--- src/rtl/narrow_store_pkg.sv ---
// Shared types and clamp limits for the narrow_store byte serializer.
package narrow_store_pkg;

  typedef enum logic [1:0] {
    S_IDLE = 2'd0,
    S_B0   = 2'd1,
    S_B1   = 2'd2
  } state_t;

  localparam logic [7:0] SAT_S_MAX = 8'h7F;
  localparam logic [7:0] SAT_S_MIN = 8'h80;
  localparam logic [7:0] SAT_U_MAX = 8'hFF;

endpackage

--- src/rtl/narrow_store_sat.sv ---
// narrow_sat: combinational clamp of a 16-bit value to one byte, signed or unsigned.
module narrow_sat
  import narrow_store_pkg::*;
(
  input  logic [15:0] val,
  input  logic        acc_s,
  output logic [7:0]  byte_val,
  output logic        sat
);

  // Returns {sat, byte}.
  function automatic logic [8:0] clamp(input logic signed [15:0] v, input logic s);
    logic [8:0] r;
    if (s) begin
      if (v > 16'sd127)
        r = {1'b1, SAT_S_MAX};
      else if (v < -16'sd128)
        r = {1'b1, SAT_S_MIN};
      else
        r = {1'b0, v[7:0]};
    end else begin
      if ($unsigned(v) > 16'd255)
        r = {1'b1, SAT_U_MAX};
      else
        r = {1'b0, v[7:0]};
    end
    return r;
  endfunction

  logic signed [15:0] val_s;

  always_comb begin
    val_s           = $signed(val);
    {sat, byte_val} = clamp(val_s, acc_s);
  end

endmodule

--- src/rtl/narrow_store.sv ---
// narrow_store: serializes a 16-bit store into one (narrow) or two (word) byte beats.
// Define NARROW_STORE_SAT_EN to clamp narrow stores; otherwise they truncate and sat stays 0.
module narrow_store
  import narrow_store_pkg::*;
#(
  parameter int LITTLE_ENDIAN = 1
) (
  input  logic        clk,
  input  logic        rst,
  input  logic        in_valid,
  output logic        in_ready,
  input  logic [15:0] val,
  input  logic        acc_s,
  input  logic        acc_op,
  output logic        byte_valid,
  input  logic        byte_ready,
  output logic [7:0]  byte_data,
  output logic        byte_last,
  output logic        sat
);

  state_t     state;
  logic       op_q;
  logic [7:0] second_q;
  logic [7:0] narrow_byte;
  logic       narrow_sat_flag;
  logic [7:0] first_word_byte;
  logic [7:0] second_word_byte;

`ifdef NARROW_STORE_SAT_EN
  narrow_sat u_sat (
    .val      (val),
    .acc_s    (acc_s),
    .byte_val (narrow_byte),
    .sat      (narrow_sat_flag)
  );
`else
  // Signedness only matters when clamping.
  assign narrow_byte     = val[7:0];
  assign narrow_sat_flag = acc_s & 1'b0;
`endif

  assign first_word_byte  = (LITTLE_ENDIAN != 0) ? val[7:0]  : val[15:8];
  assign second_word_byte = (LITTLE_ENDIAN != 0) ? val[15:8] : val[7:0];
  assign in_ready         = (state == S_IDLE);

  always_ff @(posedge clk) begin
    if (rst) begin
      state      <= S_IDLE;
      op_q       <= 1'b0;
      second_q   <= 8'h00;
      byte_valid <= 1'b0;
      byte_data  <= 8'h00;
      byte_last  <= 1'b0;
      sat        <= 1'b0;
    end else begin
      case (state)
        S_IDLE: begin
          if (in_valid) begin
            state      <= S_B0;
            op_q       <= acc_op;
            second_q   <= second_word_byte;
            byte_valid <= 1'b1;
            byte_data  <= acc_op ? first_word_byte : narrow_byte;
            byte_last  <= ~acc_op;
            sat        <= acc_op ? 1'b0 : narrow_sat_flag;
          end
        end
        S_B0: begin
          if (byte_ready) begin
            if (op_q) begin
              state     <= S_B1;
              byte_data <= second_q;
              byte_last <= 1'b1;
              sat       <= 1'b0;
            end else begin
              state      <= S_IDLE;
              byte_valid <= 1'b0;
              byte_data  <= 8'h00;
              byte_last  <= 1'b0;
              sat        <= 1'b0;
            end
          end
        end
        S_B1: begin
          if (byte_ready) begin
            state      <= S_IDLE;
            byte_valid <= 1'b0;
            byte_data  <= 8'h00;
            byte_last  <= 1'b0;
            sat        <= 1'b0;
          end
        end
        default: begin
          state      <= S_IDLE;
          byte_valid <= 1'b0;
          byte_data  <= 8'h00;
          byte_last  <= 1'b0;
          sat        <= 1'b0;
        end
      endcase
    end
  end

endmodule

--- config.mk ---
export PLATFORM = sky130hd
export DESIGN_NAME = narrow_store
export DESIGN_NICKNAME = d
export VERILOG_FILES = /design/src/rtl/narrow_store_pkg.sv /design/src/rtl/narrow_store_sat.sv /design/src/rtl/narrow_store.sv
export SDC_FILE = /design/constraint.sdc
export NUM_CORES = 1
export LEC_CHECK = 0
export ABC_AREA = 1
export CORE_ASPECT_RATIO = 0.6
export CORE_MARGIN = 2
export CORE_UTILIZATION = 45
export CTS_CLUSTER_DIAMETER = 80
export CTS_CLUSTER_SIZE = 24
export DETAILED_ROUTE_END_ITERATION = 16
export HOLD_SLACK_MARGIN = 0.06
export PLACE_DENSITY_LB_ADDON = 0.2
export SYNTH_ARGS = -nofsm -noshare
export SYNTH_HDL_FRONTEND = slang
export SYNTH_HIERARCHICAL = 1
export SYNTH_SLANG_ARGS = --single-unit
--- constraint.sdc ---
create_clock -name clk -period 1.8 [get_ports clk]
set_input_delay 0.54 -clock clk [delete_from_list [all_inputs] [get_ports clk]]
set_output_delay 0.54 -clock clk [all_outputs]
set_load 0.1 [all_outputs]
# Word-level counts from Yosys, hierarchy flattened
# Index checks and enable logic that the tools add are counted.
# totals
register_bits	22
output_inout_bits	12
# classes
mux	21
n_eq_ne	7
bitwise_logic	1
n_reduce_logical	6
# op_table
operator	n
$mux W8	4
$pmux W8 S3	1
$mux W1	8
$mux W2	4
$ne A2 B2 Y1 const B	4
$pmux W1 S3	2
$pmux W2 S3	1
$reduce_and A2 Y1	2
$reduce_and A4 Y1	1
$reduce_and A3 Y1	1
$eq A2 B1 Y1 const B	1
$eq A2 B2 Y1 const B	1
$logic_not A2 Y1	1
$ne A2 B1 Y1 const B	1
$pmux W1 S2	1
$reduce_or A2 Y1	1
$not A1 Y1	1

# Depth between registers and ports, before layout
# Gate-level depths: netlist of run 1.
# logic_depth
word_depth	4
ltp_mapped	8
ltp_nobuf	7

# Worst setup path after synthesis of run 1
# No wires, ideal clock.
# synth_timing
kind	reg-to-output
from	register byte_valid
to	output port byte_valid
slack_ns	0.335
t_required_ns	1.260
stages_incl_launch_ff	1
arrival_time_ns	0.925
n_path_buf	0
path_cell_list	dfxtp_1
# synth_rtl
item	line	rtl
start, declared	narrow_store.sv:15	output logic byte_valid,
start signal, assigned	narrow_store.sv:52	byte_valid <= 1'b0;
start signal, assigned	narrow_store.sv:63	byte_valid <= 1'b1;
start signal, assigned	narrow_store.sv:78	byte_valid <= 1'b0;
# No word-level cell between the ends.

# Final worst setup path of run 1
# layout_timing
from	register state[1]
to	output port in_ready
# layout_via
elab_chain_len	1
# layout_lines
item	line	rtl
start, declared	narrow_store.sv:22	state_t state;
start signal, assigned	narrow_store.sv:49	state <= S_IDLE;
start signal, assigned	narrow_store.sv:60	state <= S_B0;
start signal, assigned	narrow_store.sv:72	state <= S_B1;
$logic_not A2 Y1	narrow_store.sv:45	assign in_ready = (state == S_IDLE);
end, declared	narrow_store.sv:11	output logic in_ready,
# Every way passes these cells.

==> flow_metrics.py, run 1 <==
metrics = {
    "status": {
        "outcome": "complete, no violations",
    },
    "global_route": {
        "grt_pass1_wl_um": 3720,
        "antenna_found_initial": 0,
        "grt_overflow_total": 0,
        "grt_use_total_pct": 19.4,
        "grt_pass1_vias": 911,
        "grt_max_degree": 20,
    },
    "clocking": {
        "cts_sinks": 21,
        "cts_hold_buf": 0,
        "cts.clk_slew.worst_paths_ns": 0.07,
        "cts_resized": 0,
        "numCtsBuffers": 3,
        "post_cts_buffers": 0,
        "cts_tree": "done",
        "cts_root_buf": "clkbuf_8",
        "clk_latency_ns": 0.25,
        "clk_path_buf_depth": 2,
        "cts_max_level": 1,
    },
    "synth": {
        "ys_ff_latch": 21,
        "syn_area_per_cell_um2": 6.70,
        "synth_top_area_cell": "dfxtp_1",
        "synth_edf_count": 0,
        "synthFlopType": "dfxtp_1",
        "netlist_top_cells_area": "dfxtp_1, nor2_1, nand2_1, inv_1, nand3_1",
        "yosysMostFrequentCell": "nor2_1",
        "ys_types": 19,
        "synth_nets": 171,
        "netlist_area_um2": 998,
        "ys_top_cells_by_count": "nor2_1, nand2_1, dfxtp_1, inv_1",
        "synth_top_area_share_pct": 42.1,
        "syn_inst": 149,
        "synthArstFlopShare_pct": 0,
        "seq_area_frac_synth_pct": 42.1,
        "yosysWarningCount": 6,
    },
    "placement": {
        "place_inst": 207,
        "io_buffers": 31,
        "dp_slack_ns": -0.0284,
        "place_congestion": 0.842,
        "hpwl_um": 1770,
    },
    "critical_path": {
        "end_kind": "output port",
        "path_buf_inv": 1,
        "crit_type": "flop to output port",
        "crit_slowest_cell": "dfxtp_1",
        "cpPeakStageDelay_ns": 0.37,
        "path_max_fanout": 8,
        "reg2reg_depth": 7,
        "start_kind": "flop",
        "cp_top_family": "flip-flops",
        "worstPathArrival_ns": 1.20,
        "crit_cells": 2,
        "cp.required_ns": 1.26,
        "crit_path_cell_trace": "nor2_2 -> buf_12",
    },
    "worst_hold_path": {
        "hold_depth": 2,
        "hold_class": "flop to flop",
    },
    "cells_and_area": {
        "area_growth_pct": 48.0,
        "final_cells": 211,
        "antenna_cells": 0,
        "drive_above_1_share_pct": 13.8,
        "fill_cells": 201,
        "finalNetCount": 204,
        "post-route-util_pct": 69.3,
    },
    "floorplan": {
        "core_mm2": 0.00213,
        "die_width_um": 64.8,
        "dieArea_mm2": 0.00262,
        "die_h_um": 40.5,
        "boundaryPins": 34,
        "floorplan.initialDensity_pct": 46.9,
        "num_rows": 13,
    },
    "pwr": {
        "power_density_mw_per_mm2": 915,
        "power.leakage_uw": 0.000697,
        "ir_worst_vdd_v": 0.000541,
    },
    "sta": {
        "maxSlewViolCount": 0,
        "fin_crit_ns": 1.74,
        "relSlewSlack_pct": 65.8,
        "finClkSkew_ns": 0.00213,
        "clock.fmax_ghz": 0.576,
        "post-route-period-util_pct": 96.5,
        "setup_violations": 0,
        "rsz0062_at_grt": "false",
        "worst_slack_ns": 0.0628,
        "hold_viol": 0,
        "max_slew.worst_pin.slew_ns": 0.512,
    },
    "route": {
        "num_vias": 1012,
        "drt-vias-per-instance": 4.80,
        "drtAntennaViolNets": 0,
        "first_pass_iters": 4,
        "drt_iter0_drc": 40,
        "routed_wl_um": 2300,
        "routedWlPerCell_um": 10.9,
        "drcViolationCount": 0,
    },
    "flow_run": {
        "cap_viol_max_count": 0,
    },
}
[cells by family after synthesis]
| logic type | Yosys count | share of synthesized area (%) |
|---|---|---|
| buffers and inverters | 22 | 10.3 |
| DFF | 21 | 42.1 |
| and+or+nand+nor | 92 | 40.7 |
| AOI/OAI and AO/OA | 13 | 6.52 |
| other | 1 | 0.376 |
[final timing paths]
kind	slack (ns)	to	startpoint
max	0.06	in_ready	state[1]
min	0.52	second_q[3]	second_q[3]
max reg2reg	0.29	byte_data[0]	state[1]
min reg2reg	0.52	second_q[3]	second_q[3]
[report_power, final]
group	leakage, uW	internal (uW)	switching, uW
registers	0.000174	508	39.9
clock network	0.0000228	157	143
logic	0.000500	187	317
[stage by stage]
| step | setup TNS [ns] | cell area, um^2 | total power [uW] | hold WS, ns |
|---|---|---|---|---|
| 5_1_grt | 0 | 1480 | 1420 | 0.559 |
| 4_1_cts | 0 | 1480 | 1360 | 0.521 |
| 3_3_place_gp | 0 | 1430 | 1050 | 0.494 |
| 6_report | 0 | 1480 | 1350 | 0.520 |
| 2_1_floorplan | 0 | 998 | 874 | 0.479 |
| 3_5_place_dp | -0.108 | 1430 | 1060 | 0.502 |
[cell usage in the layout, fill, tap and decap left out, types with 2 or more instances in the layout]
cell type,instances
nand2_1,35
nor2_1,38
clkbuf_8,3
dfxtp_1,21
buf_4,2
clkdlybuf4s50_1,20
buf_12,11
a21oi_1,3
o21ai_0,10
nand3_1,10
inv_1,16
nand2_2,3
nor2_4,2
[worst min-delay path, delay by kind of cell, from the launching register on]
kind / cells / cell delay (ns)
simple gates: 1 / 0.07
flops: 1 / 0.33
compound gates: 1 / 0.09
[final cells by class]
type	instances	area [um^2]	area share [%]
clock buffer	4	45.0	3.05
timing repair buffer	33	435	29.5
inverter	17	63.8	4.32
tap	30	37.5	2.54
multi-input combinational	106	475	32.2
sequential	21	420	28.5
[sequential cells by signal (all words and copies together), names as in the netlist]
register and flops:
second_q 8, byte_valid 1, op_q 1, byte_data 8, byte_last 1, state 2
[routing by layer]
layer  track usage [%]  wire length (um)  vias to the layer above
met5                 0                 0                        -
met4              4.79                13                        0
met3              5.62               157                        2
met2              38.9              1180                       28
met1              21.1               950                      468
li1                  -                 -                      514
No activity file was read; power rests on OpenSTA's default activity.
==> inputs of run 2 (changes only) <==
Settings changed: PLACE_DENSITY set to 0.79, PLACE_DENSITY_LB_ADDON 0.2 to not set, SYNTH_HIERARCHICAL 1 to not set.
==> flow_metrics.py, run 2 <==
metrics = {
    "status": {
        "outcome": "complete, no violations",
    },
    "critical_path": {
        "start_kind": "flop",
        "end_kind": "output port",
        "crit_slowest_cell": "dfxtp_1",
        "path_max_fanout": 5,
        "cp.required_ns": 1.26,
        "reg2reg_depth": 6,
        "cpPeakStageDelay_ns": 0.37,
        "crit_type": "flop to output port",
        "crit_path_cell_trace": "nor2_2 -> buf_12",
        "worstPathArrival_ns": 1.17,
    },
    "cells_and_area": {
        "antenna_cells": 0,
        "final_common_cell": "nor2_1",
        "final_cell_mix": "nor2_1, nand2_1, dfxtp_1, clkdlybuf4s50_1, inv_1",
        "finalInstanceArea_mm2": 0.00149,
        "drive_above_1_share_pct": 15.3,
        "reg_top3": "byte_data (8), second_q (8), state (2)",
        "finalNetCount": 206,
        "post-route-util_pct": 70.1,
        "area_growth_pct": 49.6,
    },
    "worst_hold_path": {
        "hold_class": "flop to flop",
        "hold_depth": 2,
    },
    "synth": {
        "synthFlopType": "dfxtp_1",
        "ys_types": 19,
        "yosysMostFrequentCell": "nor2_1",
        "netlist_top_cells_area": "dfxtp_1, nor2_1, nand2_1, inv_1, nand3_1",
        "ys_ff_latch": 21,
        "synth_edf_count": 0,
        "synthArstFlopShare_pct": 0,
        "synth_nets": 171,
        "yosysWarningCount": 0,
        "synth_top_area_cell": "dfxtp_1",
        "syn_inst": 149,
        "synth_top_area_share_pct": 42.1,
        "syn_area_per_cell_um2": 6.70,
        "ys_top_cells_by_count": "nor2_1, nand2_1, dfxtp_1, inv_1",
        "seq_area_frac_synth_pct": 42.1,
        "netlist_area_um2": 998,
    },
    "route": {
        "drt_iter0_drc": 9,
        "drtAntennaViolNets": 0,
        "routed_wl_um": 2320,
        "drcViolationCount": 0,
        "drt-vias-per-instance": 4.73,
        "first_pass_iters": 4,
        "num_vias": 1007,
        "routedWlPerCell_um": 10.9,
    },
    "clocking": {
        "clk_path_buf_depth": 2,
        "clk_latency_ns": 0.26,
        "cts_max_level": 1,
        "cts_hold_buf": 0,
        "cts_resized": 0,
        "cts_root_buf": "clkbuf_8",
        "post_cts_buffers": 0,
        "numCtsBuffers": 3,
        "cts_tree": "done",
        "cts_sinks": 21,
        "cts.clk_slew.worst_paths_ns": 0.07,
    },
    "sta": {
        "finClkSkew_ns": 0.00480,
        "hold_viol": 0,
        "maxSlewViolCount": 0,
        "fin_crit_ns": 1.71,
        "clock.fmax_ghz": 0.584,
        "setup_violations": 0,
        "rsz0062_at_grt": "false",
        "post-route-period-util_pct": 95.1,
        "final.setup.tns_ns": 0,
    },
    "global_route": {
        "antenna_found_initial": 0,
        "grt_pass1_vias": 891,
        "grt_pass1_wl_um": 3630,
        "grt_use_total_pct": 19.2,
        "grt_overflow_total": 0,
        "grt_max_degree": 18,
    },
    "floorplan": {
        "core_mm2": 0.00213,
        "die_width_um": 64.8,
        "floorplan.initialDensity_pct": 46.9,
        "die_h_um": 40.5,
        "dieArea_mm2": 0.00262,
        "num_rows": 13,
        "boundaryPins": 34,
    },
    "pwr": {
        "power.total_uw": 1360,
        "power_density_mw_per_mm2": 913,
        "ir_worst_vdd_v": 0.000412,
        "power.leakage_uw": 0.000709,
    },
    "placement": {
        "place_congestion": 0.868,
        "io_buffers": 31,
        "hpwl_um": 1770,
        "place_area_mm2": 0.00145,
    },
    "flow_run": {
        "cap_viol_max_count": 0,
    },
}
## run 2: cell counts after synthesis
No cell type changed its count.
## run 2: final cells by class
| class | instances | area, um^2 |
|---|---|---|
| well taps | 30 | 37.5 |
| clock inverters | 1 | 5.00 |
| fillers | 179 | 637 |
| multi-input cells | 106 | 475 |
| inverters | 17 | 63.8 |
| flip-flops and latches | 21 | 420 |
| repair buffers | 35 | 450 |
| clock buffers | 3 | 41.3 |
## run 2: kinds of logic (layout without fill, tap and decap cells)
family	after synthesis	count (layout)	share of synthesized area (%)
flops	21	21	42.1
buf+inv	22	56	10.3
compound gates	13	13	6.52
other cells	1	1	0.376
simple gates	92	92	40.7
## run 2: per-stage QoR
step / cells / setup slack, ns / hold WS, ns
final: 213 / 0.0883 / 0.522
after global routing: 213 / 0.0220 / 0.542
after CTS: 213 / 0.0722 / 0.521
after detailed placement: 209 / -0.0277 / 0.500
after global placement: 209 / 0.00461 / 0.493
after floorplan: 149 / 0.335 / 0.479
## run 2: where the power goes
group	internal, uW	total, uW	switching (uW)
clock network	154	311	157
registers	508	548	40.2
logic	190	505	315
## run 2: path summary, 6_finish.rpt
path	from	to	slack (ns)
min reg2reg	state[0]	state[1]	0.52
max reg2reg	state[1]	op_q	0.42
max	state[1]	in_ready	0.09
min	state[0]	state[1]	0.52
## run 2: worst max-delay path: cells and delay by family, from the launching register on
| kind | cells | cell delay [ns] |
|---|---|---|
| flops | 1 | 0.37 |
| buf+inv | 1 | 0.23 |
| simple gates | 1 | 0.32 |
## run 2: layer usage
layer	share of wire [%]	wire, um	global-route usage [%]	up-vias
met5	0	0	0	-
li1	-	-	-	518
met4	1.1	26	6.38	0
met3	7.1	164	7.30	4
met2	48	1120	36.6	28
met1	43	1010	20.6	457
